**config.mk**
```make
export PLATFORM = sky130hd
export DESIGN_NAME = out_argmax
export DESIGN_NICKNAME = d
export VERILOG_FILES = /design/src/rtl/out_argmax.sv
export SDC_FILE = /design/constraint.sdc
export NUM_CORES = 1
export LEC_CHECK = 0
export ABC_AREA = 1
export CORE_UTILIZATION = 25
export DETAILED_ROUTE_END_ITERATION = 8
export GPL_ROUTABILITY_DRIVEN = 0
export SYNTH_ARGS = -nofsm -noshare
export SYNTH_HDL_FRONTEND = slang
export SYNTH_SLANG_ARGS = --single-unit
```
**constraint.sdc**
```tcl
create_clock -name clk -period 3.1 [get_ports clk]
set_input_delay 0.465 -clock clk [delete_from_list [all_inputs] [get_ports clk]]
set_output_delay 0.465 -clock clk [all_outputs]
set_load 0.02 [all_outputs]
```
**src/rtl/out_argmax.sv**
```systemverilog
// rtl/out_argmax.sv - serial argmax over NN layer scores with valid/ack result handshake
// Optional score readback bank: define OUT_ARGMAX_SCORE_BANK_EN.
module out_argmax #(
    parameter int DATA_WIDTH = 29,
    parameter int NN         = 10,
    parameter int IDX_WIDTH  = 4
) (
    input  logic                  clk,
    input  logic                  rstn,
    input  logic                  layer_done_in,
    input  logic                  transferred_in,
    input  logic [DATA_WIDTH-1:0] data_in,
    output logic                  shift_out,
    output logic                  restart_out,
    output logic                  result_valid,
    input  logic                  result_ack,
    output logic [IDX_WIDTH-1:0]  class_idx,
    output logic [DATA_WIDTH-1:0] max_score,
    output logic                  busy,
    input  logic [IDX_WIDTH-1:0]  score_sel,
    output logic [DATA_WIDTH-1:0] score_rd
);

    typedef enum logic [1:0] {IDLE, SHIFT, RELEASE, DONE} state_t;

    state_t                state_q;
    logic [IDX_WIDTH-1:0]  cnt_q;
    logic                  armed_q;
    logic                  shift_q;
    logic                  restart_q;
    logic                  valid_q;
    logic [IDX_WIDTH-1:0]  idx_q;
    logic [DATA_WIDTH-1:0] max_q;

    logic start;
    logic last;
    logic take;

    // armed_q blocks a stale layer_done_in from retriggering until it has been seen low
    assign start = (state_q == IDLE) && layer_done_in && armed_q;
    assign last  = (cnt_q == IDX_WIDTH'(NN - 1));
    assign take  = (cnt_q == '0) || ($signed(data_in) > $signed(max_q));

    always_ff @(posedge clk or negedge rstn) begin
        if (!rstn) begin
            state_q   <= IDLE;
            cnt_q     <= '0;
            armed_q   <= 1'b1;
            shift_q   <= 1'b0;
            restart_q <= 1'b0;
            valid_q   <= 1'b0;
            idx_q     <= '0;
            max_q     <= '0;
        end else begin
            if (!layer_done_in) begin
                armed_q <= 1'b1;
            end
            case (state_q)
                IDLE: begin
                    if (start) begin
                        state_q <= SHIFT;
                        cnt_q   <= '0;
                        max_q   <= '0;
                        idx_q   <= '0;
                        shift_q <= 1'b1;
                        armed_q <= 1'b0;
                    end
                end
                SHIFT: begin
                    if (take) begin
                        max_q <= data_in;
                        idx_q <= cnt_q;
                    end
                    cnt_q <= cnt_q + 1'b1;
                    if (last) begin
                        shift_q   <= 1'b0;
                        restart_q <= 1'b1;
                        state_q   <= RELEASE;
                    end
                end
                RELEASE: begin
                    if (!transferred_in) begin
                        restart_q <= 1'b0;
                        valid_q   <= 1'b1;
                        state_q   <= DONE;
                    end
                end
                DONE: begin
                    if (result_ack) begin
                        valid_q <= 1'b0;
                        state_q <= IDLE;
                    end
                end
                default: state_q <= IDLE;
            endcase
        end
    end

    assign shift_out    = shift_q;
    assign restart_out  = restart_q;
    assign result_valid = valid_q;
    assign class_idx    = idx_q;
    assign max_score    = max_q;
    assign busy         = (state_q != IDLE);

`ifdef OUT_ARGMAX_SCORE_BANK_EN
    logic [DATA_WIDTH-1:0] bank_q [NN];

    always_ff @(posedge clk or negedge rstn) begin
        if (!rstn) begin
            for (int i = 0; i < NN; i++) begin
                bank_q[i] <= '0;
            end
        end else if (start) begin
            for (int i = 0; i < NN; i++) begin
                bank_q[i] <= '0;
            end
        end else if (state_q == SHIFT) begin
            bank_q[cnt_q] <= data_in;
        end
    end

    assign score_rd = ({1'b0, score_sel} < (IDX_WIDTH + 1)'(NN)) ? bank_q[score_sel] : '0;
`else
    logic unused_score_sel;
    assign unused_score_sel = ^score_sel;
    assign score_rd         = '0;
`endif

endmodule

```
==> metrics.cfg <==
[synthesis]
yosysUniqueCellTypes = 26
avgSynthCellArea_um2 = 7.12
synth_ff_type = dfrtp_1
synthTopCellsByCount = nand2_1 (152), inv_1 (90), dfrtp_1 (42)
synthTopCellsByArea = dfrtp_1 (33%), nand2_1 (18%), ha_1 (14%), inv_1 (11%), buf_4 (7.5%)
ys_warn_count = 0
synth_edf_count = 0
yosysSeqAreaShare = 0.335
netlist.area_leader.share = 0.327
synth_top_area_cell = dfrtp_1
synthArstFlopShare = 1.00
synthCells = 451
yosysMostFrequentCell = nand2_1
syn_area_um2 = 3210
yosys_register_bits = 43

[worst_setup_path]
required_ns = 3.27
crit_slowest_cell = clkdlybuf4s50_1
slowest_delay_ns = 0.45
path_common_cell = nand2_1
reg2reg_to = max_score[18]
reg2reg_slack_ns = 0.57
critPathBufInv = 1
crit_arrival_ns = 2.78
cp_max_fo = 33
endpoint_kind = flip-flop
cp_top_family = simple AND/OR/NAND/NOR gates
reg2reg_depth = 7
r2r-start = state_q[1]
crit_type = input pin to flip-flop
cp_cell_sequence = clkdlybuf4s50_1, ha_1, nand2_1, nor2_2, nand4_1, nor2_1, nand2_1, nand3_1, nand3_2, nand2_4, nand2_4, nand2_1, nand2_1
worst_setup_path_start_kind = input pin

[final_layout]
diodes = 0
syn2layout_area_growth_pct = 27.6
regArea_um2 = 1080
nets = 592
layout.cells.non_filler = 690
drive_above_1_share = 0.0328
fillers = 1368
multi_input_area_um2 = 1610
final_util = 0.326
design_area_um2 = 4100

[place]
dp.cells = 682
dp_worst_setup_slack_ns = 0.102
postPlaceCellArea_um2 = 3960
dp_hpwl_um = 5520
port_buffers = 70

[timing]
tns_ns = 0
finalSetupViolations = 0
tightest_slew_ns = 1.16
rsz0062_at_grt = false
maxSlewHeadroom = 0.227
timing.final.ws_setup_ns = 0.487
final.min_clock_period_ns = 2.61
post-route-period-util = 0.843
fin_skew_ns = 0.00534
fmax_mhz = 383
hold_viol = 0
report.final.slew_viol_count = 0
holdWs_ns = 0.364

[clocking]
cts.hold.buffers_added = 0
cts_root_buffer = clkbuf_16
worstSkewPairLatency_ns = 0.29
cts_tree = yes
cts_buffers = 5
cts-htree-levels = 2
clkTransAtPathRegs_ns = 0.07
cts.sinks = 43
post_cts_resized = 0
clk_path_buf_depth = 2
post_cts_buffers = 0

[status]
outcome = complete, no violations

[power]
leakagePower_nw = 2.27
pwr_density_cell_nw_per_um2 = 761
total_power_mw = 3.12
peakVddDrop_mv = 0.393

[floorplanning]
io_pins = 104
dieHeight_um = 115
start_util = 0.256
row_count = 41
die_w_um = 115
core_area_um2 = 12600
die-area_um2 = 13300

[grt]
grt_pass1_wl_um = 12900
grt_max_degree = 44
first_global_vias = 2722
grt_util_all_layers = 0.125
antenna_found_initial = 0
overflow = 0

[routing]
drc_errors = 0
vias_per_cell = 4.10
wl_met1_um = 3600
wl_met2_um = 3800
firstDrtPassIters = 4
vias = 2832
ant_nets = 0
first_iter_violations = 97
top_layer = met4
wl_um = 7820
wl_per_cell_um = 11.3
wl_met3_um = 332

[run]
maxCapViolations = 0

[min_path]
min_path_type = input pin to async pin

## sequential cells by signal (all words and copies together) (netlist names)
register	flops
shift_out	1
cnt_q	4
max_score	29
armed_q	1
state_q	2
result_valid	1
restart_out	1
class_idx	4
## power breakdown
group | switching (mW) | internal, mW | leakage (nW)
Sequential | 0.132 | 0.740 | 0.566
Clock | 0.232 | 0.298 | 0.0669
Combinational | 1.09 | 0.624 | 1.64
Total | 1.46 | 1.66 | 2.27
## cells in the final DEF, fill, tap and decap left out, types with 2 or more instances in the layout
cell type | Yosys | routed
clkdlybuf4s50_1 | 0 | 69
nor3_1 | 2 | 2
clkbuf_16 | 0 | 5
nand3_1 | 38 | 38
a31oi_1 | 2 | 2
buf_4 | 32 | 3
a21oi_1 | 12 | 12
conb_1 | 1 | 29
o22ai_1 | 2 | 2
nor2_1 | 11 | 11
inv_1 | 90 | 90
ha_1 | 37 | 37
dfrtp_1 | 42 | 42
a21o_1 | 2 | 2
nand2_4 | 2 | 2
o21ai_0 | 6 | 6
nand4_1 | 3 | 3
nand2_1 | 152 | 152
## final cells by class
type,count,area share
Clock buffer,6,0.0314
Timing Repair Buffer,73,0.175
Sequential cell,43,0.263
Clock inverter,2,0.00305
Inverter,90,0.0824
Multi-Input combinational cell,304,0.393
Tap cell,172,0.0525
## cells by family after synthesis
kind of cell | share of synthesized area
AND/OR/NAND/NOR | 0.273
buffers and inverters | 0.199
flip-flops | 0.335
adder cells (fa/ha/maj) | 0.144
AO/OA/AOI/OAI | 0.0479
other | 0.00117
## metal layers
| metal | track usage | up-vias |
|---|---|---|
| li1 | - | 1446 |
| met1 | 0.152 | 1305 |
| met2 | 0.223 | 75 |
| met3 | 0.0258 | 6 |
| met4 | 0.0355 | 0 |
| met5 | 0 | - |
## worst max-delay path by stage
stage | cells after the start | slack [ns] | startpoint | endpoint
after floorplan | 14 | 1.10 | max_score[28] | max_score[0]
after global placement | 13 | 0.11 | data_in[28] | class_idx[1]
after detailed placement | 13 | 0.10 | data_in[28] | max_score[14]
after CTS | 13 | 0.40 | data_in[28] | max_score[18]
after global routing | 13 | 0.16 | data_in[28] | max_score[15]
final | 13 | 0.49 | data_in[28] | max_score[18]
(Power assumes the default switching activity.)
